## src/rtl/vga_pkg.sv

```systemverilog
// vga_pkg: raster timing constants, colour-bar table and pixel types
// shared by the vga_scanout block and its sub-modules.
package vga_pkg;

  localparam int H_FP    = 16;
  localparam int H_SYNC  = 96;
  localparam int H_BP    = 48;
  localparam int H_TOTAL = 640 + H_FP + H_SYNC + H_BP;

  localparam int V_FP    = 10;
  localparam int V_SYNC  = 2;
  localparam int V_BP    = 33;
  localparam int V_TOTAL = 480 + V_FP + V_SYNC + V_BP;

  localparam int BAR_W  = 80;
  localparam int N_BARS = 8;

  // One flag per channel: set means that channel is driven all-ones.
  typedef struct packed {
    logic r;
    logic g;
    logic b;
  } rgb_t;

  localparam rgb_t BARS [N_BARS] = '{
    3'b111,
    3'b110,
    3'b011,
    3'b010,
    3'b101,
    3'b100,
    3'b001,
    3'b000
  };

  function automatic rgb_t bar_colour(
    input logic [9:0] x
  );
    logic [9:0] idx;
    idx = x / 10'(BAR_W);
    return BARS[idx[2:0]];
  endfunction

endpackage

```

## src/rtl/vga_scanout_sync_delay.sv

```systemverilog
// sync_delay: clock-enabled shift register of STAGES words with a
// programmable reset word; STAGES of zero collapses to a wire.
module sync_delay #(
  parameter int               WIDTH     = 3,
  parameter int               STAGES    = 1,
  parameter logic [WIDTH-1:0] RESET_VAL = '1
) (
  input  logic             clk,
  input  logic             rst_n,
  input  logic             en,
  input  logic [WIDTH-1:0] d,
  output logic [WIDTH-1:0] q
);

  generate
    if (STAGES == 0) begin : g_wire
      logic unused_ctl;
      assign unused_ctl = ^{clk, rst_n, en};
      assign q = d;
    end else begin : g_sr
      logic [WIDTH-1:0] sr [STAGES];

      always_ff @(posedge clk or negedge rst_n) begin
        if (!rst_n) begin
          for (int i = 0; i < STAGES; i++) begin
            sr[i] <= RESET_VAL;
          end
        end else if (en) begin
          sr[0] <= d;
          for (int i = 1; i < STAGES; i++) begin
            sr[i] <= sr[i-1];
          end
        end
      end

      assign q = sr[STAGES-1];
    end
  endgenerate

endmodule

```

## src/rtl/vga_scanout.sv

```systemverilog
// vga_scanout: 640x480@60 raster generator and VGA pin driver for the
// layer chain. Define TEST_PATTERN_EN to add selectable colour bars.
module vga_scanout
  import vga_pkg::*;
#(
  parameter int DEPTH    = 4,
  parameter int HWIDTH   = 12,
  parameter int VWIDTH   = 12,
  parameter int CLK_DIV  = 4,
  parameter int PIPE_LAT = 1,
  parameter int HSIZE    = 640,
  parameter int VSIZE    = 480
) (
  input  logic              clk,
  input  logic              rst_n,
  output logic [HWIDTH-1:0] hdata,
  output logic [VWIDTH-1:0] vdata,
  input  logic [DEPTH-1:0]  R_in,
  input  logic [DEPTH-1:0]  G_in,
  input  logic [DEPTH-1:0]  B_in,
  input  logic              pattern_sel,
  output logic [DEPTH-1:0]  vga_r,
  output logic [DEPTH-1:0]  vga_g,
  output logic [DEPTH-1:0]  vga_b,
  output logic              vga_hs,
  output logic              vga_vs,
  output logic              frame_start
);

  localparam int HT = HSIZE + H_FP + H_SYNC + H_BP;
  localparam int VT = VSIZE + V_FP + V_SYNC + V_BP;
  localparam int DW = $clog2(CLK_DIV);

  localparam logic [DW-1:0] DIV_LAST = DW'(CLK_DIV - 1);

  localparam logic [HWIDTH-1:0] H_LAST = HWIDTH'(HT - 1);
  localparam logic [HWIDTH-1:0] H_VIS  = HWIDTH'(HSIZE);
  localparam logic [HWIDTH-1:0] HS_LO  = HWIDTH'(HSIZE + H_FP);
  localparam logic [HWIDTH-1:0] HS_HI  = HWIDTH'(HSIZE + H_FP + H_SYNC);

  localparam logic [VWIDTH-1:0] V_LAST = VWIDTH'(VT - 1);
  localparam logic [VWIDTH-1:0] V_VIS  = VWIDTH'(VSIZE);
  localparam logic [VWIDTH-1:0] VS_LO  = VWIDTH'(VSIZE + V_FP);
  localparam logic [VWIDTH-1:0] VS_HI  = VWIDTH'(VSIZE + V_FP + V_SYNC);

`ifdef TEST_PATTERN_EN
  localparam int SW = 3 + HWIDTH;
  localparam logic [SW-1:0] SD_RST = {{HWIDTH{1'b0}}, 3'b111};
`else
  localparam int SW = 3;
  localparam logic [SW-1:0] SD_RST = 3'b111;
`endif

  logic [DW-1:0]     div;
  logic              pix_tick;
  logic [HWIDTH-1:0] hcount;
  logic [VWIDTH-1:0] vcount;
  logic              h_last;
  logic              v_last;
  logic              hs_raw;
  logic              vs_raw;
  logic              blank_raw;
  logic              hs_d;
  logic              vs_d;
  logic              blank_d;
  logic [SW-1:0]     sd_in;
  logic [SW-1:0]     sd_out;
  logic [DEPTH-1:0]  r_px;
  logic [DEPTH-1:0]  g_px;
  logic [DEPTH-1:0]  b_px;

  assign pix_tick = (div == DIV_LAST);
  assign h_last   = (hcount == H_LAST);
  assign v_last   = (vcount == V_LAST);

  always_ff @(posedge clk or negedge rst_n) begin
    if (!rst_n) begin
      div <= '0;
    end else if (pix_tick) begin
      div <= '0;
    end else begin
      div <= div + DW'(1);
    end
  end

  always_ff @(posedge clk or negedge rst_n) begin
    if (!rst_n) begin
      hcount <= '0;
      vcount <= '0;
    end else if (pix_tick) begin
      if (h_last) begin
        hcount <= '0;
        vcount <= v_last ? '0 : vcount + VWIDTH'(1);
      end else begin
        hcount <= hcount + HWIDTH'(1);
      end
    end
  end

  always_ff @(posedge clk or negedge rst_n) begin
    if (!rst_n) begin
      frame_start <= 1'b0;
    end else begin
      frame_start <= pix_tick && h_last && v_last;
    end
  end

  assign hdata = hcount;
  assign vdata = vcount;

  assign hs_raw    = !(hcount >= HS_LO && hcount < HS_HI);
  assign vs_raw    = !(vcount >= VS_LO && vcount < VS_HI);
  assign blank_raw = (hcount >= H_VIS) || (vcount >= V_VIS);

`ifdef TEST_PATTERN_EN
  assign sd_in = {hcount, hs_raw, vs_raw, blank_raw};
`else
  assign sd_in = {hs_raw, vs_raw, blank_raw};
`endif

  // The pin registers are the last alignment stage, so the line
  // itself carries one stage fewer than the total latency.
  sync_delay #(
    .WIDTH     (SW),
    .STAGES    (PIPE_LAT - 1),
    .RESET_VAL (SD_RST)
  ) u_sync_delay (
    .clk   (clk),
    .rst_n (rst_n),
    .en    (pix_tick),
    .d     (sd_in),
    .q     (sd_out)
  );

  assign {hs_d, vs_d, blank_d} = sd_out[2:0];

`ifdef TEST_PATTERN_EN
  logic [HWIDTH-1:0] hcount_d;
  rgb_t              bar;
  logic              unused_hcount_hi;

  assign hcount_d         = sd_out[SW-1:3];
  assign bar              = bar_colour(hcount_d[9:0]);
  assign unused_hcount_hi = ^hcount_d[HWIDTH-1:10];
`else
  logic unused_pattern_sel;
  assign unused_pattern_sel = pattern_sel;
`endif

  always_comb begin
    r_px = R_in;
    g_px = G_in;
    b_px = B_in;
`ifdef TEST_PATTERN_EN
    if (pattern_sel) begin
      r_px = {DEPTH{bar.r}};
      g_px = {DEPTH{bar.g}};
      b_px = {DEPTH{bar.b}};
    end
`endif
    if (blank_d) begin
      r_px = '0;
      g_px = '0;
      b_px = '0;
    end
  end

  always_ff @(posedge clk or negedge rst_n) begin
    if (!rst_n) begin
      vga_r  <= '0;
      vga_g  <= '0;
      vga_b  <= '0;
      vga_hs <= 1'b1;
      vga_vs <= 1'b1;
    end else if (pix_tick) begin
      vga_r  <= r_px;
      vga_g  <= g_px;
      vga_b  <= b_px;
      vga_hs <= hs_d;
      vga_vs <= vs_d;
    end
  end

endmodule

```

## config.mk

```make
export PLATFORM = sky130hd
export DESIGN_NAME = vga_scanout
export DESIGN_NICKNAME = d
export VERILOG_FILES = /design/src/rtl/vga_pkg.sv /design/src/rtl/vga_scanout_sync_delay.sv /design/src/rtl/vga_scanout.sv
export SDC_FILE = /design/constraint.sdc
export NUM_CORES = 1
export LEC_CHECK = 0
export CORE_ASPECT_RATIO = 0.6
export CORE_MARGIN = 3
export CORE_UTILIZATION = 50
export CTS_CLUSTER_SIZE = 14
export DETAILED_ROUTE_END_ITERATION = 10
export PLACE_DENSITY = 0.85
export SLEW_MARGIN = 15
export SYNTH_ARGS = -nofsm -noshare
export SYNTH_HDL_FRONTEND = slang
export SYNTH_HIERARCHICAL = 1
export SYNTH_SLANG_ARGS = --single-unit
```

## constraint.sdc

```tcl
create_clock -name clk -period 3.9 [get_ports clk]
set_clock_uncertainty 0.2 [all_clocks]
set_input_delay 0.585 -clock clk [delete_from_list [all_inputs] [get_ports clk]]
set_output_delay 0.585 -clock clk [all_outputs]
set_load 0.02 [all_outputs]
```

; ---- Yosys cells after proc, flatten, opt, wreduce, memory -nomap -nowiden
; Cells that the tools add are included.
[op_classes]
reduce_logical = 8
mux = 6
n_addsub = 3
n_eq_ne = 3
n_lt_le_gt_ge = 6
[op_table]
columns = cell, count
row1 = 12-bit by 1-bit adder with 12-bit output (second input constant), 2
row2 = 12-bit by 10-bit equality test with 1-bit output (second input constant), 2
row3 = 12-bit by 10-bit >= comparator with 1-bit output (second input constant), 2
row4 = 12-bit by 9-bit >= comparator with 1-bit output (second input constant), 2
row5 = 12-bit 2-to-1 mux, 2
row6 = 12-bit by 10-bit < comparator with 1-bit output (second input constant), 1
row7 = 12-bit by 9-bit < comparator with 1-bit output (second input constant), 1
row8 = 4-bit 2-to-1 mux, 3
row9 = 1-bit logical AND, 4
row10 = 2-bit by 1-bit adder with 2-bit output (second input constant), 1
row11 = 2-bit equality test (second input constant), 1
row12 = 1-bit logical NOT, 2
row13 = 2-bit 2-to-1 mux, 1
row14 = 2-bit AND reduction, 1
row15 = 1-bit logical OR, 1
[totals]
input_bits = 15
register_bits = 41
out_inout_bits = 39

; ---- Depth between registers and ports, before layout
; Gate-level depths: netlist of the first run.
[depth]
depth_word = 3
ltp_mapped = 6

; ---- Hierarchy
; Netlist of the first run, hierarchy kept.
[by_module_without_submodules]
columns = module, seq_area_each_um2, area_per_inst_um2, n_inst, cells_per_inst
row1 = vga_scanout, 1028.5, 2050.7, 1, 201
row2 = sync_delay, 0.0, 22.5, 1, 3

; ---- Worst setup path before layout of the first run
; Ideal clock, no wire load.
[synth_path]
path_type = register -> register
startpoint = register vcount[0], in the netlist vdata[0]
endpoint = register vcount[3], in the netlist vdata[3]
n_path_buf = 0
synth_period_minus_slack_ps = 2009
setup_time_ps = 76
stages_incl_launch_ff = 7
setup_slack_ps = 1891
arrival_time_ps = 1733
path_cell_list = dfrtp_1 inv_1 ha_1 and4bb_1 and3_4 or4_1 o21ai_1
[synth_between]
elab_chain_len = 2
[synth_rtl]
columns = element, line_no
row1 = "start, declared", vga_scanout.sv:57  ; logic [VWIDTH-1:0] vcount;
row2 = "start signal, assigned", vga_scanout.sv:93  ; vcount <= v_last ? '0 : vcount + VWIDTH'(1);
row3 = 12-bit by 1-bit adder with 12-bit output / 12-bit by 10-bit equality test with 1-bit output (equally long branches), "vga_scanout.sv:93, vga_scanout.sv:74"
row4 = 12-bit 2-to-1 mux *, vga_scanout.sv:93
; Every way passes the cells marked *; elsewhere a longest branch is shown, timed or not.
; A chain may end at the register's enable or synchronous reset.

; ---- Final worst setup path of the first run
[layout_path]
startpoint = register hcount[6], in the netlist hdata[6]
endpoint = output hdata[6]
[layout_rtl]
columns = element, line_no
row1 = "start, declared", vga_scanout.sv:56  ; logic [HWIDTH-1:0] hcount;
row2 = "start signal, assigned", vga_scanout.sv:95  ; hcount <= hcount + HWIDTH'(1);
row3 = "end, declared", vga_scanout.sv:16  ; output logic [HWIDTH-1:0] hdata,
; No word-level cell between the ends.

==> results.json, run 1 <==
{
  "cts_hold_buffers": 0,
  "post-route-drc-count": 0,
  "syn_area_um2": 2070,
  "cts_setup_buffers": 0,
  "netlist_instances": 204,
  "firstDrtPassIters": 4,
  "outcome": "finished clean",
  "syn_nets": 225,
  "design_area_um2": 2690,
  "drv_cap": 0,
  "cts_tree": "built",
  "finalWirelength_um": 4730,
  "grt_use_total_pct": 20.2,
  "grt_pass1_wl_um": 7810,
  "io_pins": 54,
  "path_cells": "clkdlybuf4s50_1",
  "htree_levels": 2,
  "worst_skew_pair.late_latency_ns": 0.29,
  "tightestPinTransition_ns": 0.863,
  "drive_above_1_share_pct": 9.38,
  "synth-edff-count": 0,
  "die_area_um2": 4980,
  "die_x_um": 89.1,
  "diodes": 0,
  "layout_commonest_cell": "clkdlybuf4s50_1",
  "p_leak_nw": 1.17,
  "grt_remaining_overflow": 0,
  "row_count": 17,
  "grt_pass1_vias": 1597,
  "synth-main-ff-cell": "dfrtp_1",
  "setup_viol": 0,
  "critPathKind": "reg -> out",
  "path_delay_family": "buffers and inverters",
  "synth_seq_cells": 41,
  "slew_headroom_pct": 42.5,
  "setup_ws_ns": 1.59,
  "async_flop_share_pct": 100,
  "cp.required_ns": 3.12,
  "top_layer": "met4",
  "fmax_mhz": 432,
  "gp_congestion": 0.854,
  "worstReg2RegEnd": "vdata[11]$_DFFE_PN0P_",
  "yosysUniqueCellTypes": 47,
  "fin_crit_sh_pct": 59.3,
  "vias_per_cell": 5.52,
  "initial_utilization_pct": 54.2,
  "fp.dieH_um": 55.9,
  "p_per_area_nw_per_um2": 281,
  "holdCritPathClass": "in -> async",
  "drt-met1-wl_um": 2270,
  "crit_path_end_kind": "output port",
  "clkTransAtPathRegs_ns": 0.07,
  "grt_max_degree": 42,
  "vias": 1673,
  "ys_warn_count": 6,
  "critPathMaxStageDelay_ns": 0.69,
  "cts-root-buf": "clkbuf_8",
  "peakVddDrop_uv": 189,
  "cts_resized": 0,
  "core-area_um2": 3830,
  "rsz0062_at_grt": "no",
  "path_max_fanout": 7,
  "dpl-instance-area_um2": 2600,
  "cts.path.max_buffers": 2,
  "finalHoldViolations": 0,
  "min_period_ns": 2.31,
  "r2r_setup_slack_ns": 1.65,
  "dp_hpwl_um": 3490,
  "critPathLaunchType": "flip-flop",
  "path_buf_inv": 1,
  "antenna_found_initial": 0,
  "ff2ff_path_depth": 6,
  "antenna_left": 0,
  "tns_ns": 0,
  "maxSlewViolCount": 0,
  "area_growth_pct": 29.8,
  "nets": 277,
  "syn_avg_cell_area_um2": 10.2,
  "worst_ep_arrival_time_ns": 1.53,
  "total_power_mw": 0.755,
  "nFillCells": 298,
  "io_buffers": 52,
  "place_ws_ns": 1.67,
  "worstReg2RegStart": "div[0]$_DFF_PN0_",
  "layout_common_cells": "clkdlybuf4s50_1 (51), dfrtp_1 (39), inv_1 (19), o21ai_0 (19), nand2_1 (17)",
  "wl_met3_um": 378,
  "dr_wl_met2_um": 2030,
  "cts_buffers": 5,
  "seq_area_frac_synth_pct": 49.6,
  "dp.cells": 296,
  "stdcell_count": 303,
  "wl_per_cell_um": 15.6,
  "cts.sinks": 41,
  "crit_slowest_cell": "clkdlybuf4s50_1",
  "drtIter0Drc": 127
}
[report_power, final]
group / leakage (nW) / switching (mW) / internal [mW]
logic: 0.605 / 0.0230 / 0.0234
registers: 0.524 / 0.00320 / 0.431
clock network: 0.0443 / 0.134 / 0.140
total: 1.17 / 0.160 / 0.595
[worst max path at each step]
stage | startpoint | endpoint | slack (ns) | cells after the start
4_1_cts | hdata[6]$_DFFE_PN0N_ | hdata[6] | 1.57 | 1
2_1_floorplan | vdata[0]$_DFFE_PN0P_ | vdata[3]$_DFFE_PN0P_ | 1.89 | 6
6_report | hdata[6]$_DFFE_PN0N_ | hdata[6] | 1.59 | 1
3_5_place_dp | div[0]$_DFF_PN0_ | vdata[11]$_DFFE_PN0P_ | 1.67 | 6
3_3_place_gp | div[0]$_DFF_PN0_ | vdata[11]$_DFFE_PN0P_ | 1.72 | 6
5_1_grt | div[0]$_DFF_PN0_ | vdata[10]$_DFFE_PN0P_ | 1.50 | 6
[area by class of cell]
cell class / count / area, um2 / share of cell area, %
Timing Repair Buffer: 53 / 523 / 19.4
Tap cell: 47 / 58.8 / 2.19
Multi-Input combinational cell: 136 / 922 / 34.3
Clock buffer: 7 / 86.3 / 3.21
Sequential cell: 41 / 1030 / 38.2
Inverter: 19 / 71.3 / 2.65
[cell families after synthesis]
| group | after synthesis | synth area share, % |
|---|---|---|
| compound gates | 34 | 9.48 |
| mux | 7 | 3.68 |
| buf+inv | 27 | 5.91 |
| fa+ha+maj | 6 | 3.62 |
| flops | 41 | 49.6 |
| xor+xnor | 10 | 4.22 |
| simple gates | 79 | 23.5 |
[through the flow]
step | hold WS (ns) | utilization (%)
floorplan | 0.0894 | -
global placement | 0.221 | 68.0
detailed placement | 0.226 | 68.0
CTS | 0.236 | 70.3
global route | 0.268 | 70.3
finish | 0.201 | 70.3
[worst reg2reg max path: cells and delay by family, from the launching register on]
kind	cells	cell delay (ns)
DFF	1	0.35
adders and majority gates	1	0.14
buffers and inverters	1	0.27
and+or+nand+nor	3	0.85
muxes	1	0.34
[sequential cells by signal (all words and copies together), names as in the netlist, 2 cells and up]
name and cells:
vga_r 4, vga_b 4, hdata 12, vdata 12, div 2, vga_g 4
[layer usage]
metal / up-vias / track usage, %
met4: 0 / 4.67
met2: 61 / 28.1
met3: 8 / 7.10
met1: 796 / 30.2
met5: - / 0
li1: 808 / -
[cells in the mapped netlist (3+ instances only)]
master,n,area [um2]
nand4_1,10,62.6
o21ai_0,19,95.1
nand2_1,17,63.8
o21ai_1,5,25.0
xnor2_1,5,43.8
nand3b_1,6,45.0
mux2_1,3,33.8
ha_1,6,75.1
buf_4,3,22.5
nor2_1,12,45.0
dfrtp_1,39,976
nand3_1,10,50.1
inv_1,19,71.3
xor2_1,5,43.8
nor3_1,5,25.0
Note: power is estimated with default switching activity, not from simulation.
==> run 2, diff against run 1 <==
Settings changed: CORE_UTILIZATION 50 to 44, PLACE_DENSITY 0.85 to 0.79.
Clock period 3.9 ns to 2.1 ns, I/O delays scaled along.
==> run 2 against run 1 <==
Effect of this change: setup slack lost 1.5 ns; non-clock buffer count grew 18; flip-flop and latch count is the same; critical endpoint unchanged; largest cell class unchanged; largest power group unchanged.
==> results.json, run 2 (same netlist as run 1, synthesis figures left out) <==
{
  "finalWirelength_um": 5380,
  "post-route-util_pct": 66.6,
  "cts_tree": "built",
  "p_sw_mw": 0.343,
  "grt_max_degree": 24,
  "drive_above_1_share_pct": 16.0,
  "dp_hpwl_um": 3990,
  "post-route-drc-count": 0,
  "vias": 1796,
  "layout_common_cells": "clkdlybuf4s50_1 (51), dfrtp_1 (39), inv_1 (19), o21ai_0 (19), buf_4 (18)",
  "cts-root-buf": "clkbuf_8",
  "fmax_mhz": 495,
  "multi_input_area_um2": 923,
  "combinationalPowerShare_pct": 5.9,
  "grt_remaining_overflow": 0,
  "critPathLaunchType": "flip-flop",
  "initial_utilization_pct": 47.9,
  "fp.dieH_um": 59.2,
  "finalHoldViolations": 0,
  "htree_levels": 2,
  "grt_pass1_vias": 1736,
  "cts_buffers": 5,
  "die_x_um": 94.6,
  "antenna_found_initial": 0,
  "nets": 295,
  "vias_per_cell": 5.36,
  "worst_ep_arrival_time_ns": 1.51,
  "p_per_area_nw_per_um2": 548,
  "critPathMaxStageDelay_ns": 0.61,
  "cp.required_ns": 1.58,
  "io_pins": 54,
  "area_growth_pct": 38.9,
  "antenna_left": 0,
  "path_cells": "buf_4 > clkdlybuf4s50_1",
  "p_sw_share_pct": 21.8,
  "grt_pass1_wl_um": 8800,
  "diodes": 0,
  "rsz0062_at_grt": "no",
  "die_area_um2": 5600,
  "min_period_ns": 2.02,
  "outcome": "finished clean",
  "row_count": 18,
  "drtIter0Drc": 143,
  "slew_headroom_pct": 64.9,
  "tns_ns": 0,
  "clkTransAtPathRegs_ns": 0.08,
  "drv_cap": 0,
  "p_seq_share_pct": 51.1,
  "grt_use_total_pct": 20.8,
  "crit_slowest_cell": "clkdlybuf4s50_1",
  "core-area_um2": 4320,
  "cts_setup_buffers": 0,
  "critPathKind": "reg -> out",
  "gp_congestion": 0.923,
  "tightestPinTransition_ns": 0.527,
  "fin_crit_sh_pct": 96.3,
  "path_max_fanout": 6,
  "p_int_mw": 1.23,
  "nFillCells": 354,
  "cts.path.max_buffers": 2,
  "setup_viol": 0,
  "worst_skew_pair.late_latency_ns": 0.30,
  "wl_per_cell_um": 16.1,
  "io_buffers": 52,
  "firstDrtPassIters": 4,
  "holdCritPathClass": "reg -> reg",
  "peakVddDrop_uv": 301,
  "p_leak_nw": 1.28,
  "cts.sinks": 41,
  "layout_commonest_cell": "clkdlybuf4s50_1",
  "maxSlewViolCount": 0,
  "ff_latch_area_um2": 1030,
  "crit_path_end_kind": "output port",
  "p_clk_share_pct": 43.0
}
## run 2: cell types whose count changed in the layout (fill, tap and decap cells not counted)
cell / change
clkinvlp_4: +1
and3_2: +1
and3_1: -1
bufinv_16: +1
clkbuf_1: -1
dlygate4sd3_1: +1
buf_4: +17
## run 2: repair_timing
| action | in CTS | in global routing |
|---|---|---|
| hold buffers | 1 | 0 |
| endpoints found under the setup margin | 0 | 1 |
| gates resized for setup | 0 | 1 |
| hold endpoints to repair | 20 | 0 |
## run 2: routing by layer
layer  vias to the layer above  share of wire (%)  GRT usage [%]
li1                        852                  -              -
met1                       872                 48           31.0
met2                        63                 43           29.0
met3                         9                7.5           6.73
met4                         0                1.2           5.75
met5                         -                  0              0
## run 2: path summary, 6_finish.rpt
check,from,to,slack (ns),depth (start not counted)
worst max-delay path,hdata[6]$_DFFE_PN0N_,hdata[6],0.08,2
worst min-delay path,div[0]$_DFF_PN0_,div[0]$_DFF_PN0_,0.24,1
worst max register to register,div[0]$_DFF_PN0_,hdata[11]$_DFFE_PN0N_,0.13,7
worst min register to register,div[0]$_DFF_PN0_,div[0]$_DFF_PN0_,0.24,1
max in group asynchronous,rst_n,vga_vs$_DFFE_PN1N_,0.73,3
min in group asynchronous,rst_n,vga_g[0]$_DFFE_PN0N_,0.34,2
## run 2: metrics by stage
stage / setup WS (ns) / power (mW) / std cells / hold slack [ns] / cell area [um2]
finish: 0.0779 / 1.58 / 335 / 0.236 / 2880
global placement: 0.194 / 0.912 / 326 / 0.112 / 2750
CTS: 0.0818 / 1.58 / 335 / 0.238 / 2880
detailed placement: 0.136 / 0.915 / 326 / 0.127 / 2750
floorplan: 0.0906 / 0.845 / 204 / -0.181 / 2070
global route: 0.0217 / 1.63 / 335 / 0.265 / 2880
## run 2: area by class of cell
| type | count | share of cell area, % |
|---|---|---|
| Clock buffer | 6 | 2.87 |
| Clock inverter | 2 | 1.30 |
| Inverter | 19 | 2.48 |
| Multi-Input combinational cell | 136 | 32.1 |
| Sequential cell | 41 | 35.7 |
| Tap cell | 60 | 2.61 |
| Timing Repair Buffer | 71 | 22.9 |
## run 2: power by group through the flow
stage | clock network (mW) | logic (mW) | registers [mW]
global placement | 0 | 0.0906 | 0.822
finish | 0.678 | 0.0923 | 0.807
floorplan | 0 | 0.00741 | 0.837
CTS | 0.682 | 0.0943 | 0.807
global route | 0.722 | 0.101 | 0.809
detailed placement | 0 | 0.0924 | 0.823
## run 2: critical path, delay by kind of cell, from the launching register on
kind | cells | cell delay (ns)
flops | 1 | 0.42
buf+inv | 2 | 0.79
